**src/rtl/core_bus_master.sv**
```systemverilog
// Per-core bus front end: in-order store buffer with load forwarding, one bus transaction in flight.
// Stores reach the bus accept+2 cycles; forwarded loads return in 1 cycle; cpu_ready drops on full buffer or pending load.
module core_bus_master #(
  parameter int ADDR_W   = 9,
  parameter int DATA_W   = 8,
  parameter int SB_DEPTH = 4
) (
  input  logic              clk,
  input  logic              reset,
  input  logic              cpu_valid,
  input  logic              cpu_we,
  input  logic [ADDR_W-1:0] cpu_addr,
  input  logic [DATA_W-1:0] cpu_wdata,
  output logic              cpu_ready,
  output logic              cpu_rvalid,
  output logic [DATA_W-1:0] cpu_rdata,
  output logic              bus_request,
  input  logic              bus_grant,
  output logic              bus_rw,
  output logic [ADDR_W-1:0] bus_addr,
  output logic [DATA_W-1:0] bus_wdata,
  input  logic              bus_rvalid,
  input  logic [DATA_W-1:0] bus_rdata,
  output logic              sb_empty
);

  localparam int PTR_W = $clog2(SB_DEPTH);
  localparam int CNT_W = PTR_W + 1;

  localparam logic [1:0] IDLE    = 2'd0;
  localparam logic [1:0] WR_REQ  = 2'd1;
  localparam logic [1:0] RD_REQ  = 2'd2;
  localparam logic [1:0] RD_WAIT = 2'd3;

  logic [ADDR_W-1:0] sb_addr [SB_DEPTH];
  logic [DATA_W-1:0] sb_data [SB_DEPTH];
  logic [PTR_W-1:0]  head, tail;
  logic [CNT_W-1:0]  count;
  logic [1:0]        state, next_state;
  logic              load_pending;
  logic [ADDR_W-1:0] ld_addr;

  logic              sb_full, st_acc, ld_acc, pop;
  logic              fwd_hit;
  logic [DATA_W-1:0] fwd_data;

  assign sb_full   = (count == CNT_W'(SB_DEPTH));
  assign cpu_ready = !load_pending && (cpu_we ? !sb_full : 1'b1);
  assign st_acc    = cpu_valid && cpu_ready && cpu_we;
  assign ld_acc    = cpu_valid && cpu_ready && !cpu_we;
  assign pop       = (state == WR_REQ) && bus_grant;
  assign sb_empty  = (count == '0) && (state != WR_REQ);

  // Scan oldest to youngest so the youngest matching store wins. The write
  // in flight is still the head entry until its grant, so it is covered here.
  always_comb begin
    logic [PTR_W-1:0] idx;
    idx      = head;
    fwd_hit  = 1'b0;
    fwd_data = '0;
    for (int k = 0; k < SB_DEPTH; k++) begin
      idx = head + PTR_W'(k);
      if ((CNT_W'(k) < count) && (sb_addr[idx] == cpu_addr)) begin
        fwd_hit  = 1'b1;
        fwd_data = sb_data[idx];
      end
    end
  end

  always_comb begin
    next_state = state;
    case (state)
      IDLE: begin
        if (load_pending)       next_state = RD_REQ;
        else if (count != '0)   next_state = WR_REQ;
      end
      WR_REQ:  if (bus_grant)  next_state = IDLE;
      RD_REQ:  if (bus_grant)  next_state = RD_WAIT;
      RD_WAIT: if (bus_rvalid) next_state = IDLE;
      default: next_state = IDLE;
    endcase
  end

  always_ff @(posedge clk) begin
    if (st_acc) begin
      sb_addr[tail] <= cpu_addr;
      sb_data[tail] <= cpu_wdata;
    end
  end

  always_ff @(posedge clk) begin
    if (reset) begin
      state        <= IDLE;
      head         <= '0;
      tail         <= '0;
      count        <= '0;
      load_pending <= 1'b0;
      ld_addr      <= '0;
      bus_request  <= 1'b0;
      bus_rw       <= 1'b0;
      bus_addr     <= '0;
      bus_wdata    <= '0;
      cpu_rvalid   <= 1'b0;
      cpu_rdata    <= '0;
    end else begin
      state <= next_state;
      if (st_acc) tail <= tail + 1'b1;
      if (pop)    head <= head + 1'b1;
      case ({st_acc, pop})
        2'b10:   count <= count + 1'b1;
        2'b01:   count <= count - 1'b1;
        default: count <= count;
      endcase

      // Bus fields are latched only on entry to a request state, so they stay
      // frozen while the arbiter withholds the grant.
      bus_request <= (next_state == WR_REQ) || (next_state == RD_REQ);
      if (state == IDLE && next_state == WR_REQ) begin
        bus_rw    <= 1'b1;
        bus_addr  <= sb_addr[head];
        bus_wdata <= sb_data[head];
      end
      if (state == IDLE && next_state == RD_REQ) begin
        bus_rw   <= 1'b0;
        bus_addr <= ld_addr;
      end

      cpu_rvalid <= 1'b0;
      if (ld_acc) begin
        if (fwd_hit) begin
          cpu_rdata  <= fwd_data;
          cpu_rvalid <= 1'b1;
        end else begin
          load_pending <= 1'b1;
          ld_addr      <= cpu_addr;
        end
      end
      if (state == RD_WAIT && bus_rvalid) begin
        cpu_rdata    <= bus_rdata;
        cpu_rvalid   <= 1'b1;
        load_pending <= 1'b0;
      end
    end
  end

endmodule

```
**config.mk**
```make
export PLATFORM = sky130hd
export DESIGN_NAME = core_bus_master
export DESIGN_NICKNAME = d
export VERILOG_FILES = /design/src/rtl/core_bus_master.sv
export SDC_FILE = /design/constraint.sdc
export NUM_CORES = 1
export LEC_CHECK = 0
export ABC_AREA = 1
export ABC_CLOCK_PERIOD_IN_PS = 2700
export CORE_MARGIN = 5
export CORE_UTILIZATION = 55
export DETAILED_ROUTE_END_ITERATION = 12
export PLACE_DENSITY = 0.84
export SLEW_MARGIN = 20
export SYNTH_ARGS = -nofsm -noshare
export SYNTH_HDL_FRONTEND = slang
export SYNTH_SLANG_ARGS = --single-unit
```
**constraint.sdc**
```tcl
create_clock -name clk -period 2.7 [get_ports clk]
set_clock_uncertainty 0.1 [all_clocks]
set_input_delay 0.54 -clock clk [delete_from_list [all_inputs] [get_ports clk]]
set_output_delay 0.54 -clock clk [all_outputs]
set_load 0.01 [all_outputs]
```
# Word-level counts from Yosys, hierarchy flattened
# Memories as Yosys holds them, arrays and structs flattened. A register that Yosys moved wholly into a read port is not among the register bits.
# Index checks and enable logic that the tools add are counted.
# totals
memories	2
out_inout_bits	30
reg_bits	47
inputBits	31
mem_bits_rw	68
# memory_table
name	depth	width	read_ports	rd_clocked_by_memory_dff	write_ports	line_no	rtl
sb_addr	4	9	4	1	1	35	logic [ADDR_W-1:0] sb_addr [SB_DEPTH];
sb_data	4	8	4	1	1	36	logic [DATA_W-1:0] sb_data [SB_DEPTH];
# classes
bitwise	1
addsub	6
magnitude_cmp	4
muxes	30
n_eq_ne	13
reduce_logical	28
# ops
op	n
$mux 8	7
$eq 9x9->1	4
$mux 2	9
$mux 9	2
$logic_and 1x1->1	13
$mux 1	10
$eq 2x2->1 const B	4
$pmux 2 s4	1
$reduce_bool 2->1	4
$eq 2x1->1 const B	3
$lt 1x3->1 const A	2
$lt 2x3->1 const A	2
$pmux 3 s2	1
$add 2x1->2 const B	2
$add 2x2->2 const B	2
$reduce_and 2->1	2
$reduce_or 2->1	2
$add 3x1->3 const B	1
$eq 3x3->1 const B	1
$logic_not 1->1	3
$logic_not 3->1	1
$reduce_bool 3->1	1
$sub 3x1->3 const B	1
$logic_not 2->1	1
3 further kinds	3

# Longest topological paths before layout
# Gate-level depths: netlist of run 1.
# An unclocked memory read counts as a cell.
# depth
depth_word	10
ltp_mapped	21

# Worst setup path before layout of run 1
# Ideal clock, no wire load.
# synth_timing
path_kind	register to register
from	register count[0]
to	memory sb_addr[0][0] (enable)
t_arrival_ns	1.911
stages_incl_launch_ff	8
n_path_buf	0
slack_ns	0.298
cell_sequence	dfxtp_1 inv_1 ha_1 nand2_1 o21ai_0 inv_1 nand3_1 nor2_1
# synth_via
elab_chain_len	8
# synth_lines
element	line_no	rtl
start, declared	38	logic [CNT_W-1:0] count;
start signal, assigned	110	2'b10: count <= count + 1'b1;
start signal, assigned	111	2'b01: count <= count - 1'b1;
start signal, assigned	112	default: count <= count;
$eq 3x3->1	47	assign sb_full = (count == CNT_W'(SB_DEPTH));
$logic_not 1->1	48	assign cpu_ready = !load_pending && (cpu_we ? !sb_full : 1'b1);
$mux 1	48	
$logic_and 1x1->1	48	
named net cpu_ready	14	output logic cpu_ready,
$logic_and 1x1->1 (2 in a row)	49	assign st_acc = cpu_valid && cpu_ready && cpu_we;
$mux 1	85	if (st_acc) begin
$mux 1 (implied by the code)	86	sb_addr[tail] <= cpu_addr;
end, declared	35	
# The timed path passes the listed nets, and every way through them passes these cells.

# Final worst setup path of run 1
# layout_timing
from	register count[1]
to	output sb_empty
# layout_via
elab_chain_len	2
# layout_lines
element	line_no	rtl
$logic_not 3->1	52	assign sb_empty = (count == '0) && (state != WR_REQ);
$logic_and 1x1->1	52	
end, declared	24	output logic sb_empty
# No other way between the ends.

==> results of run 1 <==
final cells by class:
| class | count | area, um^2 | area share, % |
|---|---|---|---|
| Tap cell | 172 | 215 | 2.48 |
| Inverter | 82 | 313 | 3.61 |
| Sequential cell | 117 | 3030 | 34.9 |
| Multi-Input combinational cell | 746 | 3510 | 40.5 |
| Clock buffer | 25 | 538 | 6.20 |
| Clock inverter | 7 | 38.8 | 0.447 |
| Timing Repair Buffer | 108 | 1030 | 11.9 |
metal layers:
layer | part of all wire (%) | up-vias
met5 | 0 | -
met4 | 5.0 | 0
met3 | 8.2 | 104
met2 | 49 | 396
met1 | 38 | 3252
li1 | - | 3425
cells in the mapped netlist (4+ instances only):
cell / count
a21oi_1: 43
a22oi_1: 8
a31oi_1: 9
buf_1: 4
buf_2: 11
buf_4: 4
buf_6: 6
clkbuf_1: 14
dfxtp_1: 49
edfxtp_1: 68
ha_1: 11
inv_1: 77
mux2i_1: 8
nand2_1: 359
nand2_2: 4
nand3_1: 82
nand4_1: 9
nor2_1: 96
nor2_2: 6
o211ai_1: 17
o21ai_0: 67
o22ai_1: 9
xor2_1: 5
timing repair:
action,4_1_cts,5_1_grt
setup endpoints to repair,0,17
resized for setup,0,11
buffers inserted,0,0
hold buffers,0,0
cells by family (layout without fill, tap and decap cells):
kind of cell / count (synthesis) / count (layout)
and+or+nand+nor: 566 / 566
AOI/OAI and AO/OA: 156 / 156
buffers and inverters: 122 / 222
DFF: 117 / 117
adders and majority gates: 11 / 11
muxes: 8 / 8
xor gates and xnor gates: 5 / 5
sequential cells by signal (all words and copies together), names as in the netlist, named ones only:
name          cells
bus_wdata         8
bus_rw            1
bus_addr          9
cpu_rvalid        1
sb_data          32
load_pending      1
sb_addr          36
ld_addr           9
state             2
head              2
tail              2
cpu_rdata         8
count             3
bus_request       1
critical path, stage by stage (launching register included):
cell	delay, ns
dfxtp_1	0.33
inv_1	0.14
ha_1	0.21
nand2_1	0.11
a21oi_1	0.17
clkdlybuf4s50_1	0.59
power breakdown:
group / total [mW] / switching, mW / internal (mW)
combinational: 1.48 / 0.924 / 0.551
sequential: 2.09 / 0.0784 / 2.01
clock: 2.16 / 0.787 / 1.37
total: 5.73 / 1.79 / 3.94
layout by cell type, fill, tap and decap left out, types with 5 or more instances in the layout:
master           count
inv_1               76
clkbuf_16           19
a22oi_1              8
o21ai_0             67
o22ai_1              9
mux2i_1              8
dfxtp_1             47
a21oi_1             43
xor2_1               5
ha_1                11
clkdlybuf4s50_1     60
nand2_1            358
a31oi_1              9
nor2_1              96
edfxtp_1            68
o211ai_1            17
nand4_1              9
buf_12               5
buf_4               41
nor2_2               5
nand3_1             82
through the flow:
stage	setup slack, ns	util (%)	setup TNS, ns	std cells
2_1_floorplan	0.298	-	0	985
3_3_place_gp	-0.00698	64.1	-0.00698	1225
3_5_place_dp	-0.0583	64.1	-0.307	1225
5_1_grt	0.00375	69.0	0	1257
6_report	0.102	69.0	0	1257
4_1_cts	0.0588	68.7	0	1257
worst min-delay path by stage:
stage	slack (ns)	depth (start not counted)	endpoint
CTS	0.35	2	ld_addr[5]$_SDFFE_PP0P_
global route	0.37	2	ld_addr[3]$_SDFFE_PP0P_
global placement	0.33	2	ld_addr[5]$_SDFFE_PP0P_
finish	0.34	2	ld_addr[5]$_SDFFE_PP0P_
floorplan	0.32	2	ld_addr[2]$_SDFFE_PP0P_
detailed placement	0.34	2	ld_addr[6]$_SDFFE_PP0P_
==> results.py, run 1 <==
metrics = {
    "sta": {
        "fin_crit_ns": 2.60,
        "fmax_ghz": 0.385,
        "worst_slew_pin_slew_ns": 0.474,
        "worst_hold_slack_ns": 0.345,
        "finalHoldViolations": 0,
        "finalMaxSlewViolations": 0,
        "finalSetupViolations": 0,
        "rsz0062_at_grt": "no",
        "max-slew-margin-rel_pct": 68.3,
        "post-route-period-util_pct": 96.2,
    },
    "logic_synthesis": {
        "syn_area_um2": 7050,
        "synth_top_area_share_pct": 29.0,
        "ys_seq_area_share_pct": 42.9,
        "async_reset_ff_share_pct": 0,
        "synthMuxAreaShare_pct": 1.14,
        "synth_compound_area_share_pct": 12.4,
        "syn_nets": 1027,
        "synth.distinct_cells": 37,
        "synthAdderAreaFrac_pct": 1.95,
        "synth_edf_count": 68,
        "syn-mean-instance-area_um2": 7.16,
        "ys_warn_count": 0,
        "synthesis.instances": 985,
        "synth_top_family_by_area": "simple AND/OR/NAND/NOR gates",
        "yosysTopAreaCell": "edfxtp_1",
        "ys_ff_latch": 117,
        "synth_xor_area_share_pct": 0.621,
        "synthTopCellsByArea": "edfxtp_1 29%, nand2_1 19%, dfxtp_1 14%",
        "synth-simple-area-share_pct": 33.3,
        "ys.flop_type": "edfxtp_1",
    },
    "global_route": {
        "grt_use_met1_pct": 33.1,
        "grt_busiest_layer": "met2",
        "grt_use_met3_pct": 5.90,
        "grtUsageTotal_pct": 28.7,
        "grt_pass1_wl_um": 33400,
        "met2_usage_pct": 49.7,
        "grt_max_degree": 35,
        "grt_overflow": 0,
        "antenna_found_initial": 0,
        "grt_pass1_vias": 6858,
    },
    "cells_and_area": {
        "nets": 1114,
        "fill_cells": 995,
        "area_delta_synth_final_pct": 23.1,
        "drive_gt1_share_pct": 9.77,
        "fin_area_um2": 8670,
        "n_antenna_cell": 0,
    },
    "setup_path": {
        "crit_type": "flip-flop to primary output",
        "critPathRequiredTime_ns": 2.06,
        "reg2reg_from": "head[0]$_SDFFE_PP0P_",
        "critPathCapture": "sb_empty",
        "r2r.worst_path.cells": 16,
        "cp-start-kind": "flip-flop",
        "crit_path_end_kind": "primary output",
        "startpoint": "count[1]$_SDFFE_PP0P_",
        "cp.arrival_ns": 1.96,
        "r2r_slack_ns": 0.22,
        "cp_max_fo": 5,
        "reg2reg_to": "cpu_rdata[0]$_SDFFE_PP0P_",
    },
    "worst_hold_path": {
        "worstHoldPathType": "flip-flop to flip-flop",
        "worstHoldStart": "ld_addr[5]$_SDFFE_PP0P_",
    },
    "floorplanning": {
        "io_pins": 61,
        "die_h_um": 123,
        "die-area_um2": 15200,
        "num_rows": 41,
        "die_w_um": 123,
        "initial_core_util_pct": 56.1,
        "core_um2": 12600,
    },
    "routing": {
        "wl_per_cell_um": 16.6,
        "antenna_left": 0,
        "vias": 7177,
        "dr.pass1.iters": 6,
        "route.detailed.drc": 0,
        "finalWirelength_um": 20900,
        "drtIter0Drc": 820,
        "avgViaCountPerCell": 5.71,
    },
    "clocking": {
        "clock-sinks": 117,
        "clock_path_buffers": 2,
        "cts_root_buf": "clkbuf_16",
        "cts-htree-levels": 4,
        "tritoncts": "built",
        "clock_latency_ns": 0.42,
        "cts_buffers": 17,
        "path_clk_slew_ns": 0.05,
    },
    "placed_design": {
        "dp_hpwl_um": 14600,
        "gp_congestion": 0.975,
        "post_dp_cell_area_um2": 8050,
        "port_buffers": 60,
    },
    "pwr": {
        "p_per_area_nw_per_um2": 660,
        "p_total_mw": 5.73,
        "ir_drop_mv": 0.512,
        "cellLeakagePower_nw": 3.85,
    },
    "job": {
        "max_cap_viol_count": 0,
    },
    "run_status": {
        "status": "finished clean",
    },
}
(Power assumes the default switching activity.)
==> inputs of run 2 (changes only) <==
- CORE_MARGIN: 5 -> default
==> run 2 against run 1 <==
  * Sequential power barely moved
  * Setup slack better by 0.035 ns
  * Register-to-register slack lost 0.08 ns
  * Critical path depth grew 12
  * Global-route usage increased by 4.8 points
  * Routed wire length fell by 0.31%
  * Die area shrank 13%
  * Combinational power about the same
  * Cell count increased by 0.40%
  * Design area up 0.95%
==> results.py, run 2 (synthesized netlist as in run 1, its figures left out) <==
metrics = {
    "setup_path": {
        "critPathRequiredTime_ns": 2.90,
        "cp_max_fo": 19,
        "cpMostUsedCell": "nand2_1",
        "cp_cell_sequence": "inv_4 -> nand2_2 -> buf_4 -> inv_2 -> a21oi_1 -> nand2_1 -> nand2_1 -> nand2_1 -> nor2_1 -> nand2_1 -> nor2_4 -> buf_4 -> nor2_2 -> nand3b_2 -> buf_12 -> o21ai_0 -> a21oi_1",
        "crit_type": "flip-flop to flip-flop",
        "slowest_stage": "dfxtp_4",
        "r2r.worst_path.cells": 17,
        "cp.arrival_ns": 2.77,
        "reg2reg_to": "ld_addr[4]$_SDFFE_PP0P_",
        "reg2reg_from": "head[0]$_SDFFE_PP0P_",
        "cp-start-kind": "flip-flop",
        "startpoint": "head[0]$_SDFFE_PP0P_",
        "slowest_delay_ns": 0.40,
        "r2r_slack_ns": 0.14,
        "crit_path_end_kind": "flip-flop",
    },
    "cells_and_area": {
        "final_cell_mix": "359 x nand2_1, 94 x nor2_1, 82 x nand3_1",
        "fill_cells": 954,
        "instances_no_fill": 1262,
        "top_register": "sb_addr",
        "multi_input_area_um2": 3500,
        "area_delta_synth_final_pct": 24.2,
        "drive_gt1_share_pct": 10.8,
        "regArea_um2": 3030,
        "layout_commonest_cell": "nand2_1",
        "n_antenna_cell": 0,
        "nets": 1123,
        "top_regs": "sb_addr (36), sb_data (32)",
        "largest_register_ff_count": 36,
        "fin_area_um2": 8760,
    },
    "floorplanning": {
        "die-area_um2": 13300,
        "initial_core_util_pct": 57.5,
        "die_h_um": 115,
        "num_rows": 40,
        "die_w_um": 115,
        "io_pins": 61,
        "core_um2": 12300,
    },
    "sta": {
        "worst_hold_slack_ns": 0.343,
        "finalMaxSlewViolations": 0,
        "finalSetupViolations": 0,
        "worst_slack_ns": 0.136,
        "rsz0062_at_grt": "no",
        "fmax_ghz": 0.390,
        "post-route-period-util_pct": 95.0,
        "worst_slew_pin_slew_ns": 0.671,
        "fin_crit_ns": 2.56,
        "max-slew-margin-rel_pct": 55.2,
        "finalHoldViolations": 0,
    },
    "placed_design": {
        "place_ws_ns": -0.0780,
        "place_inst": 1227,
        "port_buffers": 60,
        "dp_hpwl_um": 14200,
        "post_dp_cell_area_um2": 8060,
        "gp_congestion": 0.957,
    },
    "clocking": {
        "cts-htree-levels": 4,
        "clock_latency_ns": 0.42,
        "clock-sinks": 117,
        "cts_buffers": 17,
        "path_clk_slew_ns": 0.06,
        "clock_path_buffers": 2,
        "tritoncts": "built",
        "cts_root_buf": "clkbuf_16",
    },
    "global_route": {
        "antenna_found_initial": 0,
        "grt_pass1_wl_um": 33400,
        "grt_overflow": 0,
        "grt_pass1_vias": 6671,
        "grtUsageTotal_pct": 33.5,
        "grt_max_degree": 29,
    },
    "pwr": {
        "p_per_area_nw_per_um2": 676,
        "cellLeakagePower_nw": 3.90,
        "ir_drop_mv": 0.777,
        "pwr-share-seq_pct": 35.3,
        "sw_frac_of_total_pct": 31.3,
        "switching_power_mw": 1.86,
        "clkPwrFrac_pct": 39.8,
        "pwr-share-comb_pct": 24.9,
        "intPower_mw": 4.07,
    },
    "worst_hold_path": {
        "worstHoldPathType": "flip-flop to flip-flop",
        "min_to": "ld_addr[8]$_SDFFE_PP0P_",
        "worstHoldStart": "ld_addr[8]$_SDFFE_PP0P_",
        "hold_depth": 2,
    },
    "routing": {
        "drtIter0Drc": 855,
        "wl_per_cell_um": 16.5,
        "antenna_left": 0,
        "dr.pass1.iters": 6,
        "routed-wl-met2_um": 10100,
        "vias": 7150,
        "met1Wirelength_um": 8190,
        "route.detailed.drc": 0,
        "wl_met3_um": 1680,
        "finalWirelength_um": 20800,
        "avgViaCountPerCell": 5.67,
        "dr.max_layer_used": "met4",
    },
    "run_status": {
        "status": "finished clean",
    },
    "job": {
        "max_cap_viol_count": 0,
    },
}
==> run 2: layer usage <==
metal,track usage [%],vias up
met2,55.5,386
li1,-,3438
met1,40.5,3251
met5,0,-
met3,7.59,75
met4,18.3,0
==> run 2: repair_timing <==
action	4_1_cts	5_1_grt
hold endpoints to repair	0	0
gates resized for setup	1	12
setup endpoints to repair	1	18
pin swaps	0	2
setup buffers	0	3
cloned	0	0
hold buffers	0	0
==> run 2: power groups by stage <==
stage	combinational (mW)	clock, mW	sequential, mW
6_report	1.48	2.35	2.09
5_1_grt	1.63	2.46	2.10
4_1_cts	1.43	2.37	2.09
3_5_place_dp	1.41	0	2.12
3_3_place_gp	1.38	0	2.12
2_1_floorplan	0.856	0	2.13
==> run 2: worst max-delay path by stage <==
| stage | end | slack, ns | depth (start not counted) |
|---|---|---|---|
| final | ld_addr[4]$_SDFFE_PP0P_ | 0.14 | 17 |
| after global routing | ld_addr[4]$_SDFFE_PP0P_ | 0.01 | 16 |
| after CTS | ld_addr[4]$_SDFFE_PP0P_ | 0.02 | 14 |
| after detailed placement | ld_addr[6]$_SDFFE_PP0P_ | -0.08 | 12 |
| after global placement | cpu_rdata[3]$_SDFFE_PP0P_ | -0.01 | 13 |
| after floorplan | sb_addr[0][0]$_DFFE_PP_ | 0.30 | 7 |
==> run 2: cell type report <==
| cell class | instances | share of cell area, % |
|---|---|---|
| multi-input cells | 746 | 40.0 |
| flip-flops and latches | 117 | 34.6 |
| repair buffers | 117 | 12.2 |
| clock buffers | 21 | 6.00 |
| inverters | 82 | 3.54 |
| well taps | 168 | 2.40 |
| clock inverters | 11 | 1.21 |
==> run 2: worst max-delay path, delay by kind of cell, from the launching register on <==
family	cells	cell delay [ns]
compound gates	3	0.44
simple gates	9	0.76
flops	1	0.40
buf+inv	5	0.75
==> run 2: metrics by stage <==
stage | total power, mW | utilization (%) | TNS (ns)
after global routing | 6.19 | 71.4 | 0
after global placement | 3.50 | 65.7 | -0.0361
after detailed placement | 3.53 | 65.7 | -0.893
final | 5.92 | 71.4 | 0
after CTS | 5.89 | 70.9 | 0
after floorplan | 2.99 | - | 0
